### src/rtl/id_ex_stage.sv
// ID/EX pipeline register for the 5-stage LEGv8 core.
// Captures decoded operands/control from Decode, detects load-use hazards,
// inserts bubbles on stall or branch flush, freezes on hold, and counts
// load-use bubbles in a saturating counter.
module id_ex_stage #(
    parameter int DATA_W  = 64,
    parameter int ALUOP_W = 3,
    parameter int CNT_W   = 16
) (
    input  logic               clk,
    input  logic               reset,
    input  logic [4:0]         id_rn,
    input  logic [4:0]         id_rm,
    input  logic               id_uses_rn,
    input  logic               id_uses_rm,
    input  logic [4:0]         id_rd,
    input  logic               id_reg_write,
    input  logic               id_mem_read,
    input  logic               id_mem_write,
    input  logic               id_set_flags,
    input  logic [ALUOP_W-1:0] id_alu_op,
    input  logic               id_alu_src,
    input  logic [DATA_W-1:0]  id_da,
    input  logic [DATA_W-1:0]  id_db,
    input  logic [DATA_W-1:0]  id_imm,
    input  logic               flush,
    input  logic               hold,
    output logic [4:0]         ex_rn,
    output logic [4:0]         ex_rm,
    output logic [4:0]         ex_rd,
    output logic               ex_reg_write,
    output logic               ex_mem_read,
    output logic               ex_mem_write,
    output logic               ex_set_flags,
    output logic               ex_alu_src,
    output logic [ALUOP_W-1:0] ex_alu_op,
    output logic [DATA_W-1:0]  ex_da,
    output logic [DATA_W-1:0]  ex_db,
    output logic [DATA_W-1:0]  ex_imm,
    output logic               stall,
    output logic [CNT_W-1:0]   stall_count
);

    // X31 is the zero register: it never forms a data dependency.
    localparam logic [4:0] ZERO_REG = 5'd31;

    logic rn_hit;
    logic rm_hit;

    // Load-use hazard: load in EX whose destination is read by the ID instruction.
    always_comb begin
        rn_hit = id_uses_rn && (id_rn == ex_rd);
        rm_hit = id_uses_rm && (id_rm == ex_rd);
        stall  = ex_mem_read && (ex_rd != ZERO_REG) && (rn_hit || rm_hit);
    end

    // Pipeline register update: reset > flush > hold > stall > load.
    always_ff @(posedge clk) begin
        if (reset) begin
            ex_rn        <= ZERO_REG;
            ex_rm        <= ZERO_REG;
            ex_rd        <= ZERO_REG;
            ex_reg_write <= 1'b0;
            ex_mem_read  <= 1'b0;
            ex_mem_write <= 1'b0;
            ex_set_flags <= 1'b0;
            ex_alu_src   <= 1'b0;
            ex_alu_op    <= '0;
            ex_da        <= '0;
            ex_db        <= '0;
            ex_imm       <= '0;
            stall_count  <= '0;
        end else if (flush || (!hold && stall)) begin
            // Flush and load-use stall both load a bubble; only the stall is counted.
            ex_rn        <= ZERO_REG;
            ex_rm        <= ZERO_REG;
            ex_rd        <= ZERO_REG;
            ex_reg_write <= 1'b0;
            ex_mem_read  <= 1'b0;
            ex_mem_write <= 1'b0;
            ex_set_flags <= 1'b0;
            ex_alu_src   <= 1'b0;
            ex_alu_op    <= '0;
            ex_da        <= '0;
            ex_db        <= '0;
            ex_imm       <= '0;
            if (!flush && (stall_count != '1)) begin
                stall_count <= stall_count + 1'b1;
            end
        end else if (!hold) begin
            ex_rn        <= id_rn;
            ex_rm        <= id_rm;
            ex_rd        <= id_rd;
            ex_reg_write <= id_reg_write;
            ex_mem_read  <= id_mem_read;
            ex_mem_write <= id_mem_write;
            ex_set_flags <= id_set_flags;
            ex_alu_src   <= id_alu_src;
            ex_alu_op    <= id_alu_op;
            ex_da        <= id_da;
            ex_db        <= id_db;
            ex_imm       <= id_imm;
        end
    end

endmodule

### config.mk
export PLATFORM = sky130hd
export DESIGN_NAME = id_ex_stage
export DESIGN_NICKNAME = d
export VERILOG_FILES = /design/src/rtl/id_ex_stage.sv
export SDC_FILE = /design/constraint.sdc
export NUM_CORES = 1
export LEC_CHECK = 0
export CELL_PAD_IN_SITES_DETAIL_PLACEMENT = 1
export CELL_PAD_IN_SITES_GLOBAL_PLACEMENT = 1
export CORE_ASPECT_RATIO = 1.1
export CORE_MARGIN = 5
export CORE_UTILIZATION = 29
export CTS_BUF_LIST = sky130_fd_sc_hd__clkbuf_16
export DETAILED_ROUTE_END_ITERATION = 10
export PLACE_DENSITY = 0.81
export SETUP_SLACK_MARGIN = 0.2
export SYNTH_ARGS = -nofsm -noshare
export SYNTH_HDL_FRONTEND = slang
export SYNTH_SLANG_ARGS = --single-unit
### constraint.sdc
create_clock -name clk -period 2.55 [get_ports clk]
set_input_delay 0.51 -clock clk [delete_from_list [all_inputs] [get_ports clk]]
set_output_delay 0.51 -clock clk [all_outputs]
set_load 0.01 [all_outputs]
==> Word-level counts from Yosys, hierarchy flattened <==
Index checks and enable logic that the tools add are counted.
{ "word_totals": {"reg_bits": 231, "wordCells": 30, "output_inout_bits": 232} }
{ "classes": {"n_eq_ne": 4, "reduce_logical": 12, "add_sub_neg": 1} }
{ "op_table": {"columns": ["op", "count"], "rows": [
  ["16-bit by 1-bit adder with 16-bit output (second input constant)", 1],
  ["16-bit != test (second input constant)", 1],
  ["5-bit equality test", 2],
  ["1-bit logical AND", 6],
  ["5-bit != test (second input constant)", 1],
  ["1-bit zero test", 2],
  ["1-bit logical OR", 2],
  ["2-bit AND reduction", 1],
  ["2-bit OR reduction", 1]
]} }

==> Longest topological paths before layout <==
{ "depth": {"depth_word": 7, "mapped_depth": 8} }

==> Worst setup path before layout <==
Ideal clock, no wire load.
{ "synth_timing": {"path_kind": "in2out", "from": "input id_rn[3]", "to": "output stall", "cell_stages": 6, "arrival_time_ns": 1.648, "slack_ns": 0.392, "cell_sequence": "xor2_1 nor4_2 a32oi_2 buf_6 clkbuf_1 nor2_1"} }
{ "synth_via": {"elab_chain_len": 4} }
{ "synth_rtl": {"columns": ["element", "line", "text"], "rows": [
  ["from (decl)", "12", "input logic [4:0] id_rn,"],
  ["5-bit equality test", "52", "rn_hit = id_uses_rn && (id_rn == ex_rd);"],
  ["1-bit logical AND", "52", null],
  ["1-bit logical OR", "54", "stall = ex_mem_read && (ex_rd != ZERO_REG) && (rn_hit || rm_hit);"],
  ["1-bit logical AND", "54", null],
  ["to (decl)", "40", "output logic stall,"]
]} }
Every way passes these cells.

==> Worst setup path in the final report <==
{ "layout_timing": {"from": "input id_rn[2]", "to": "output stall"} }
The elaborated chain is that of the path after synthesis.

==> impl_metrics.toml <==
[synthesis]
ys_warn_count = 0
ys_seq_elements = 231
synth_area_mm2 = 0.00853
synthesis.nets = 1040
yosysTopAreaCellShare_pct = 54.2
synth.largest_area_cell = "dfxtp_1"
synth.distinct_cells = 42
ys_seq_area_share_pct = 54.2
synthCells = 818
synth_area_leaders = "dfxtp_1 (54%), mux2i_1 (25%), nor2_1 (9.1%)"
synth.avg_cell_area_um2 = 10.4

[timing]
setup_viol = 0
rsz0062_at_grt = "yes"
setup_tns_ns = 0
finalMaxSlewViolations = 0
clock_skew_ns = 0.0198
hold_viol = 0
clock.fmax_mhz = 426
max_slew_margin_pct = 27.8
fin_ws_ns = 0.204
fin_crit_sh_pct = 92.0
worst_pin_slew_ns = 1.08
min_period_ns = 2.35

[pwr]
ir_drop_uv = 486
p_per_area_mw_per_mm2 = 594
finalPower_mw = 8.62
leakagePower_nw = 5.88

[clock_tree]
numCtsBuffers = 26
clock-sinks = 231
clock_path_buffers = 3
worstSkewPairLatency_ns = 0.53
cts_root_buf = "clkbuf_16"
cts_tree = "done"
clkSlewWorstSetupHoldPaths_ns = 0.06
htree_num_levels = 1

[drt]
drc = 0
wl_per_cell_um = 19.7
ant_nets = 0
viasPerCell = 4.64
routed-via-count = 7719
wl_um = 32800
drt_first_iter_violations = 266
dr.pass1.iters = 4

[floorplanning]
die_area_mm2 = 0.0330
core-area_mm2 = 0.0289
rows = 65
ios = 453
die_h_um = 190
start_util_pct = 29.6
die_w_um = 174

[place]
dp_hpwl_um = 24600
dpl_cell_area_mm2 = 0.0136
pre_cts_ws_ns = -0.369
port_buffers = 452
place_congestion = 0.831

[cells_and_area]
layout.nets = 1497
fillers = 3158
fin_area_mm2 = 0.0145
layout_commonest_cell = "clkdlybuf4s50_1"
areaGrowthSynthToFinish_pct = 70.0
drive_gt1_share_pct = 6.34
final_cell_mix = "clkdlybuf4s50_1 (448), dfxtp_1 (229), mux2i_1 (215)"

[worst_setup_path]
path_delay_family = "buffers and inverters"
end_kind = "primary output"
cp.required_ns = 2.04
r2r_setup_slack_ns = 0.35
cp_max_fo = 2
worst_path_max_delay_cell = "clkdlybuf4s50_1"
r2r-start = "ex_rd[1]"
startpoint_type = "primary input"
cp_cell_sequence = "clkdlybuf4s50_1 > xor2_1 > nor4_2 > a32oi_2 > nor2_1 > buf_4"
critical_path_class = "primary input to primary output"
cp-startpoint = "id_rn[2]"
max_stage_delay_ns = 0.44
cp_num_buf_inv = 2
arrival_ns = 1.84

[global_route]
grt_pass1_vias = 8578
grt_max_degree = 153
grt_overflow_total = 0
grt_first_pass_wirelength_um = 49600
antenna_found_initial = 3
grt_usage_pct = 18.9

[status]
status = "completed"

[job]
cap_viol_max_count = 0

[worst_hold_path]
worstHoldStart = "id_rn[4]"
hold_class = "primary input to flop"
-- per-stage QoR --
stage | util (%) | instances | hold WS [ns]
final | 50.3 | 1665 | 0.412
after global placement | 47.2 | 1613 | 0.454
after detailed placement | 47.2 | 1613 | 0.465
after global routing | 50.3 | 1665 | 0.430
after floorplan | - | 818 | 0.508
after CTS | 50.2 | 1662 | 0.391
-- worst paths after layout --
kind                     to  cells after the start
max                   stall                      6
max reg2reg  stall_count[3]                      7
min                ex_rn[4]                      3
min reg2reg        ex_rn[2]                      2
-- per-layer routing --
metal | global-route usage, % | up-vias | share of wire [%]
li1 | - | 3691 | -
met1 | 18.9 | 3658 | 35
met2 | 35.1 | 306 | 52
met3 | 7.79 | 64 | 9.5
met4 | 7.25 | 0 | 3.5
met5 | 0 | - | 0
-- flip-flops by register name, summed over array words and instances (netlist names) --
register / cells
ex_reg_write: 1
ex_mem_read: 1
ex_db: 64
ex_set_flags: 1
ex_rm: 5
ex_mem_write: 1
ex_alu_src: 1
stall_count: 16
ex_imm: 64
ex_rn: 5
ex_rd: 5
ex_da: 64
ex_alu_op: 3
-- Yosys cell counts (all sizes together) --
library cell,n
clkbuf,25
a2111oi,1
a21oi,12
a211oi,2
o21ba,1
nand4,1
o31ai,8
inv,4
nand3,9
ha,1
xnor2,2
nor2,206
nand4b,2
o41ai,1
or4b,1
nand3b,1
mux2i,215
a32oi,1
o31a,1
mux2,2
nand2,24
and2,2
nor2b,2
and4,4
a311oi,1
nor3,1
o21a,1
or3b,1
o21ai,4
nor4,3
or4,8
buf,29
or3,2
dfxtp,231
nor4b,1
xor2,8
-- kinds of logic after synthesis --
group | share of synthesized area [%]
simple gates | 13.3
flops | 54.2
mux | 25.5
buf+inv | 3.02
compound gates | 2.84
xor+xnor | 1.03
fa+ha+maj | 0.147
-- final cells by class --
cell class | instances | area (µm²) | area share, %
repair buffers | 483 | 4880 | 33.6
flip-flops and latches | 231 | 4630 | 31.9
multi-input cells | 529 | 3680 | 25.3
clock buffers | 27 | 676 | 4.66
well taps | 368 | 460 | 3.17
clock inverters | 20 | 163 | 1.12
inverters | 4 | 15.0 | 0.103
diodes | 3 | 7.51 | 0.0517
-- report_power, final --
part | switching, mW | internal, mW | total (mW)
sequential | 0.0629 | 3.72 | 3.78
clock | 1.49 | 2.20 | 3.69
combinational | 0.445 | 0.701 | 1.15
-- timing repair --
action                     in CTS  in global routing
pin swaps                       4                  0
hold buffers                    0                  0
buffers inserted                2                  0
gates resized for setup        13                  0
setup endpoints to repair       1                  1
-- worst register-to-register path: stages (launching register included) --
cell and delay (ns):
dfxtp_4 0.37, buf_4 0.14, and4_4 0.18, a2111oi_4 0.40
nand2_2 0.21, buf_4 0.22, or4_1 0.46, a21oi_1 0.15
(Power assumes the default switching activity.)
